==> src/rtl/inst_fetcher_pkg.sv <==
// Shared core definitions: core phase encodings and fetcher state encodings.
package inst_fetcher_pkg;

   // Core phase values seen on core_state; anything else is a no-op here.
   localparam logic [2:0] CoreFetch  = 3'b001;
   localparam logic [2:0] CoreDecode = 3'b010;

   typedef enum logic [2:0] {
      StIdle     = 3'b000,
      StFetching = 3'b001,
      StFetched  = 3'b010
   } fetcher_state_e;

   localparam logic [15:0] MissCountMax = 16'hFFFF;

   // Saturating increment for the miss counter.
   function automatic logic [15:0] sat_inc(input logic [15:0] value);
      return (value == MissCountMax) ? value : value + 16'd1;
   endfunction

endpackage

==> src/rtl/inst_fetcher_if.sv <==
// Program-memory read channel: request (valid/address) and response (ready/data).
interface inst_fetcher_if #(
   parameter int unsigned ADDR_BITS = 8,
   parameter int unsigned DATA_BITS = 16
);
   logic                 mem_read_valid;
   logic [ADDR_BITS-1:0] mem_read_address;
   logic                 mem_read_ready;
   logic [DATA_BITS-1:0] mem_read_data;

   // Fetcher side issues requests.
   modport master (
      output mem_read_valid,
      output mem_read_address,
      input  mem_read_ready,
      input  mem_read_data
   );

   // Memory side answers them.
   modport slave (
      input  mem_read_valid,
      input  mem_read_address,
      output mem_read_ready,
      output mem_read_data
   );
endinterface

==> src/rtl/inst_fetcher.sv <==
// Instruction fetcher with a one-entry last-instruction buffer in front of program memory.
module inst_fetcher
   import inst_fetcher_pkg::*;
#(
   parameter int unsigned PROGRAM_MEM_ADDR_BITS = 8,
   parameter int unsigned PROGRAM_MEM_DATA_BITS = 16
) (
   input  logic                             clk,
   input  logic                             reset,
   input  logic [2:0]                       core_state,
   input  logic [PROGRAM_MEM_ADDR_BITS-1:0] current_pc,
   input  logic                             flush,
   inst_fetcher_if.master                   mem,
   output logic [2:0]                       fetcher_state,
   output logic [PROGRAM_MEM_DATA_BITS-1:0] instruction,
   output logic [15:0]                      miss_count
);

   fetcher_state_e                   state_q;
   logic                             valid_q;
   logic [PROGRAM_MEM_ADDR_BITS-1:0] addr_q;
   logic [PROGRAM_MEM_DATA_BITS-1:0] instr_q;
   logic [15:0]                      miss_q;
   logic [PROGRAM_MEM_ADDR_BITS-1:0] tag_pc_q;
   logic                             tag_valid_q;
   logic [PROGRAM_MEM_DATA_BITS-1:0] tag_data_q;
   // Set when a flush lands while a read is in flight; its data must not be cached.
   logic                             uncacheable_q;
   logic                             hit;

   // A flush in the same cycle overrides a matching buffer entry.
   assign hit = tag_valid_q && (tag_pc_q == current_pc) && !flush;

   // Fetch FSM, request channel, buffer and miss counter, all registered.
   always_ff @(posedge clk) begin
      if (!reset) begin
         state_q       <= StIdle;
         valid_q       <= 1'b0;
         addr_q        <= '0;
         instr_q       <= '0;
         miss_q        <= '0;
         tag_pc_q      <= '0;
         tag_valid_q   <= 1'b0;
         tag_data_q    <= '0;
         uncacheable_q <= 1'b0;
      end else begin
         if (flush) begin
            tag_valid_q <= 1'b0;
         end
         case (state_q)
            StIdle: begin
               if (core_state == CoreFetch) begin
                  if (hit) begin
                     instr_q <= tag_data_q;
                     state_q <= StFetched;
                  end else begin
                     valid_q       <= 1'b1;
                     addr_q        <= current_pc;
                     uncacheable_q <= 1'b0;
                     miss_q        <= sat_inc(miss_q);
                     state_q       <= StFetching;
                  end
               end
            end
            StFetching: begin
               if (flush) begin
                  uncacheable_q <= 1'b1;
               end
               if (mem.mem_read_ready) begin
                  instr_q <= mem.mem_read_data;
                  valid_q <= 1'b0;
                  state_q <= StFetched;
                  if (!uncacheable_q && !flush) begin
                     tag_pc_q    <= addr_q;
                     tag_data_q  <= mem.mem_read_data;
                     tag_valid_q <= 1'b1;
                  end
               end
            end
            StFetched: begin
               if (core_state == CoreDecode) begin
                  state_q <= StIdle;
               end
            end
            default: state_q <= StIdle;
         endcase
      end
   end

   assign mem.mem_read_valid   = valid_q;
   assign mem.mem_read_address = addr_q;
   assign fetcher_state        = state_q;
   assign instruction          = instr_q;
   assign miss_count           = miss_q;

endmodule

==> src/flat_wrapper.sv <==
// flat-port wrapper written by rule: the top's interface ports become plain ports
module inst_fetcher_flat import inst_fetcher_pkg::*;
#(
   parameter int unsigned PROGRAM_MEM_ADDR_BITS = 8,
   parameter int unsigned PROGRAM_MEM_DATA_BITS = 16
)
  (clk, reset, core_state, current_pc, flush, fetcher_state, instruction, miss_count, mem_mem_read_valid, mem_mem_read_address, mem_mem_read_ready, mem_mem_read_data);
  inst_fetcher_if mem_i ();
  input  logic clk;
  input  logic reset;
  input  logic [2:0] core_state;
  input  logic [PROGRAM_MEM_ADDR_BITS-1:0] current_pc;
  input  logic flush;
  output logic [2:0] fetcher_state;
  output logic [PROGRAM_MEM_DATA_BITS-1:0] instruction;
  output logic [15:0] miss_count;
  output wire logic [$bits(mem_i.mem_read_valid)-1:0] mem_mem_read_valid;
  output wire logic [$bits(mem_i.mem_read_address)-1:0] mem_mem_read_address;
  input wire logic [$bits(mem_i.mem_read_ready)-1:0] mem_mem_read_ready;
  input wire logic [$bits(mem_i.mem_read_data)-1:0] mem_mem_read_data;
  assign mem_mem_read_valid = mem_i.mem_read_valid;
  assign mem_mem_read_address = mem_i.mem_read_address;
  assign mem_i.mem_read_ready = mem_mem_read_ready;
  assign mem_i.mem_read_data = mem_mem_read_data;
  inst_fetcher #(.PROGRAM_MEM_ADDR_BITS(PROGRAM_MEM_ADDR_BITS), .PROGRAM_MEM_DATA_BITS(PROGRAM_MEM_DATA_BITS)) u_core (.clk(clk), .reset(reset), .core_state(core_state), .current_pc(current_pc), .flush(flush), .mem(mem_i), .fetcher_state(fetcher_state), .instruction(instruction), .miss_count(miss_count));
endmodule
==> config.mk <==
export PLATFORM = sky130hd
export DESIGN_NAME = inst_fetcher_flat
export DESIGN_NICKNAME = d
export VERILOG_FILES = /design/src/rtl/inst_fetcher_pkg.sv /design/src/rtl/inst_fetcher_if.sv /design/src/rtl/inst_fetcher.sv /design/src/flat_wrapper.sv
export SDC_FILE = /design/constraint.sdc
export NUM_CORES = 1
export LEC_CHECK = 0
export ABC_AREA = 1
export BUFFER_PORTS_ARGS = -buffer_cell sky130_fd_sc_hd__buf_4
export CORE_MARGIN = 8
export CORE_UTILIZATION = 45
export CTS_BUF_LIST = sky130_fd_sc_hd__clkbuf_8 sky130_fd_sc_hd__clkbuf_16
export CTS_CLUSTER_DIAMETER = 40
export DETAILED_ROUTE_END_ITERATION = 10
export GPL_TIMING_DRIVEN = 0
export PLACE_DENSITY_LB_ADDON = 0.3
export SLEW_MARGIN = 20
export SYNTH_ARGS = -nofsm -noshare
export SYNTH_HDL_FRONTEND = slang
export SYNTH_SLANG_ARGS = --single-unit
==> constraint.sdc <==
create_clock -name clk -period 3.8 [get_ports clk]
set_clock_uncertainty 0.05 [all_clocks]
set_input_delay 0.38 -clock clk [delete_from_list [all_inputs] [get_ports clk]]
set_output_delay 0.38 -clock clk [all_outputs]
set_load 0.01 [all_outputs]
Yosys cells after proc, flatten, opt, wreduce, memory -nomap -nowiden --
Cells that the tools add are included.
Operators by class: add/sub/neg operators 1, $mul 0, div/mod/pow operators 0, magnitude comparators 0, equal/unequal tests 12, shift operators 0, multiplexer cells 21, bitwise logic cells 2, reductions and logical operators 14
Operator list (number):
- $mux W16 | 3
- $pmux W16 S2 | 1
- $add A16 B1 Y16 const B | 1
- $eq A16 B16 Y1 const B | 1
- $reduce_and A4 Y1 | 4
- $mux W1 | 10
- $mux W3 | 3
- $pmux W3 S3 | 1
- $reduce_and A3 Y1 | 3
- $eq A8 B8 Y1 | 1
- $eq A3 B1 Y1 const B | 2
- $eq A3 B2 Y1 const B | 2
- $ne A2 B1 Y1 const B | 3
- $ne A2 B2 Y1 const B | 3
- $pmux W1 S2 | 2
- $logic_and A1 B1 Y1 | 3
- $logic_not A3 Y1 | 1
- $logic_not A1 Y1 | 2
- $mux W2 | 1
- $not A1 Y1 | 2
- $reduce_bool A2 Y1 | 1
Word-level totals: bits in registers 70, latch bits 0, bits in writable memories 0, bits in read-only memories 0, bits of input ports 31, output and inout bits 44, logic and storage cells 59, memories kept 0

Longest topological paths before layout --
depth after elaboration 6, mapped depth 12

Worst setup path after synthesis --
OpenSTA, ideal clock, no wires.
path type reg-to-reg, from reg u_core.miss_q[0] (netlist: u_core.miss_count[0]), to reg u_core.miss_q[10] (netlist: u_core.miss_count[10]), data arrival time 1.452 ns, path slack 2.156 ns, stages on the path, launching flop included 8, path through dfxtp_1 > ha_1 > nand3_1 > inv_1 > nand4_4 > clkbuf_1 > nand4_1 > a21oi_2
On the way: longest elaborated chain between the ends 3, elaborated cells between the ends (all ways) 4, those cells by class 1 x add/sub; 1 x eq/ne; 1 x bitwise; 1 x reduce/logical
RTL lines:
- start, declared | RTL line inst_fetcher.sv:23 | logic [15:0] miss_q;
- start signal, assigned | RTL line inst_fetcher.sv:60 | miss_q <= sat_inc(miss_q);
- parallel branches: the longest is 3 deep, another holds $add A16 B1 Y16
Several ways; the timed one is not identified. A chain may end at the register's enable or synchronous reset.

Final worst setup path --
from reg u_core.miss_q[0] (netlist: u_core.miss_count[0]), to reg u_core.miss_q[9] (netlist: u_core.miss_count[9])
The elaborated chain is that of the path after synthesis.

==> results.sh <==
export IMPL_wl_per_cell_um=13.6
export IMPL_ant_nets=0
export IMPL_synth_most_common_cell="nand2_1"
export IMPL_port_buffers=72
export IMPL_dieHeight_um=106
export IMPL_routed_wl_met3_um=562
export IMPL_cp_required_ns=4.02
export IMPL_path_cells="ha_1, nand3_1, inv_1, nand4_4, clkbuf_1, nand4_1, a21oi_2"
export IMPL_relSlewSlack=0.521
export IMPL_postCtsHoldBufs=0
export IMPL_area_growth_syn_to_layout_pct=24.6
export IMPL_synthArstFlopShare=0
export IMPL_hold_viol_final=0
export IMPL_core_mm2=0.00777
export IMPL_dr_first_iter_drc_count=188
export IMPL_ys_top_cells_by_area="dfxtp_1 38%, nand2_1 14%, nor2_1 6.8%"
export IMPL_tns_ns=0
export IMPL_antennaDiodeCount=0
export IMPL_yosysWarnings=0
export IMPL_grt_max_degree=13
export IMPL_syn_inst=533
export IMPL_rows=32
export IMPL_die_area_mm2=0.0112
export IMPL_pwr_share_clk=0.425
export IMPL_rsz0062_at_grt="false"
export IMPL_net_switching_power_w=0.000392
export IMPL_power_density_mw_per_mm2=349
export IMPL_clk_pin_slew_ns=0.07
export IMPL_synth_largest_area_cell="dfxtp_1"
export IMPL_syn_area_per_cell_um2=6.81
export IMPL_path_class="flip-flop to flip-flop"
export IMPL_grt_usage=0.175
export IMPL_ir_drop_mv=0.176
export IMPL_first_global_vias=3504
export IMPL_fin_util=0.582
export IMPL_r2r_slack_ns=1.84
export IMPL_post_cts_buffers=0
export IMPL_num_vias=3689
export IMPL_ys_seq_area_frac=0.381
export IMPL_antenna_found_initial=0
export IMPL_cts_sinks=69
export IMPL_cp_slowest_cell="clkbuf_1"
export IMPL_end_kind="flip-flop"
export IMPL_regArea_mm2=0.00138
export IMPL_p_int_w=0.00119
export IMPL_route_detailed_drc=0
export IMPL_layout_drive_gt1_share=0.227
export IMPL_finalCriticalPeriod_ns=1.96
export IMPL_p_leak_nw=1.95
export IMPL_crit_start="u_core.miss_count[0]"
export IMPL_synth_top_area_frac=0.381
export IMPL_crit_family="simple AND/OR/NAND/NOR gates"
export IMPL_slew_violations=0
export IMPL_synth_seq_cells=69
export IMPL_clock_path_buffers=2
export IMPL_netlist_area_mm2=0.00363
export IMPL_cts_max_level=3
export IMPL_min_period_over_period=0.514
export IMPL_clk_latency_ns=0.34
export IMPL_dr_pass1_iters=4
export IMPL_fillers=745
export IMPL_routedLengthMet1_um=4630
export IMPL_status="finished clean"
export IMPL_tightest_slew_ns=0.718
export IMPL_seqPwrFrac=0.472
export IMPL_hold_class="primary input to flip-flop"
export IMPL_dpl_hpwl_um=7430
export IMPL_drv_cap=0
export IMPL_final_cell_count_no_fill=723
export IMPL_critPathMaxFanout=10
export IMPL_synth_commonest_cells="138 x nand2_1, 69 x dfxtp_1, 66 x nor2_1"
export IMPL_cts_made_buffers=9
export IMPL_final_nets=648
export IMPL_setup_viol=0
export IMPL_cts_resized=0
export IMPL_worstReg2RegStart="u_core.miss_count[0]"
export IMPL_dpl_cell_count=707
export IMPL_p_sw_frac=0.248
export IMPL_grt_overflow=0
export IMPL_ios=75
export IMPL_synthFlopType="dfxtp_1"
export IMPL_multi_input_area_mm2=0.00188
export IMPL_path_buf_inv=2
export IMPL_place_congestion=0.888
export IMPL_routed_wl_um=9870
export IMPL_initial_core_util=0.467
export IMPL_slowest_delay_ns=0.40
export IMPL_synth_edff_count=0
export IMPL_cts_tree="done"
export IMPL_ys_types=38
export IMPL_critPathArrivalTime_ns=2.17
export IMPL_wl_met2_um=4460
export IMPL_min_from="mem_mem_read_data[12]"
export IMPL_die_w_um=106
export IMPL_fmax_mhz=511
export IMPL_postSynthNetCount=565
export IMPL_via_per_inst=5.10
export IMPL_share_comb_of_total_power=0.103
export IMPL_top_layer="met4"
export IMPL_cp_start_kind="flip-flop"
export IMPL_cts_root_buf="clkbuf_8"
export IMPL_grt_pass1_wl_um=16300
==> metal layers <==
layer / vias to the layer above / GRT usage
li1: 1881 / -
met1: 1685 / 0.228
met2: 103 / 0.273
met3: 20 / 0.0347
met4: 0 / 0.0784
met5: - / 0
==> kinds of logic (layout without fill, tap and decap cells) <==
kind of cell             count (synthesis)  after routing  share of synthesized area
AO/OA/AOI/OAI                           85             85                      0.127
AND/OR/NAND/NOR                        285            285                      0.366
other                                    1              1                    0.00103
adder cells (fa/ha/maj)                  1              1                    0.00345
XOR/XNOR                                 8              8                     0.0193
flip-flops                              69             69                      0.381
buffers and inverters                   84            172                      0.102
==> power groups by stage <==
stage               combinational, W  sequential [W]  clock [W]
floorplan                  0.0000921        0.000763          0
global placement            0.000160        0.000761          0
detailed placement          0.000163        0.000762          0
CTS                         0.000163        0.000745   0.000680
global route                0.000182        0.000746   0.000709
finish                      0.000163        0.000745   0.000672
==> sequential cells by signal, summed over array words and instances, names as in the netlist <==
register,flops
u_core.fetcher_state,2
u_core.instruction,16
u_core.mem.mem_read_address,8
u_core.mem.mem_read_valid,1
u_core.miss_count,16
u_core.tag_data_q,16
u_core.tag_pc_q,8
u_core.tag_valid_q,1
u_core.uncacheable_q,1
==> cell usage in the layout (no fill, tap or decap), types with 3 or more instances in the layout <==
master	instances
nand2_1	138
buf_4	75
dfxtp_1	69
nor2_1	66
inv_1	50
a21oi_1	45
nand4_1	26
nand3_1	24
o21ai_0	23
clkbuf_1	10
clkbuf_8	10
nand2_2	9
buf_2	9
a21oi_2	9
o21ai_1	7
xor2_1	6
inv_2	5
nor2_2	3
nor3_1	3
buf_6	3
==> worst paths after layout <==
path | depth (start not counted) | to
worst max-delay path | 7 | u_core.miss_count[9]
worst min-delay path | 3 | u_core.tag_data_q[12]
worst max register to register | 7 | u_core.miss_count[9]
worst min register to register | 2 | u_core.tag_pc_q[4]
==> layout make-up <==
type                            count  share of cell area
Multi-Input combinational cell    380               0.415
Clock buffer                       10              0.0304
Timing Repair Buffer               72               0.120
Tap cell                          102              0.0282
Inverter                           56              0.0465
Buffer                             28              0.0357
Clock inverter                      6              0.0191
Sequential cell                    69               0.305
==> worst register-to-register path, cell delays in order (launching register included) <==
cell      delay, ns
dfxtp_1        0.38
ha_1           0.26
nand3_1        0.15
inv_1          0.11
nand4_4        0.15
clkbuf_1       0.40
nand4_1        0.22
a21oi_2        0.17
==> stage by stage <==
| step | worst slack [ns] | power [W] | instance area, um^2 | hold WS, ns |
|---|---|---|---|---|
| after floorplan | 2.16 | 0.000856 | 3630 | 0.385 |
| after global placement | 1.90 | 0.000921 | 4300 | 0.397 |
| after detailed placement | 1.88 | 0.000925 | 4300 | 0.415 |
| after CTS | 1.85 | 0.00159 | 4520 | 0.215 |
| after global routing | 1.69 | 0.00164 | 4520 | 0.223 |
| final | 1.84 | 0.00158 | 4520 | 0.222 |
(Power assumes the default switching activity.)
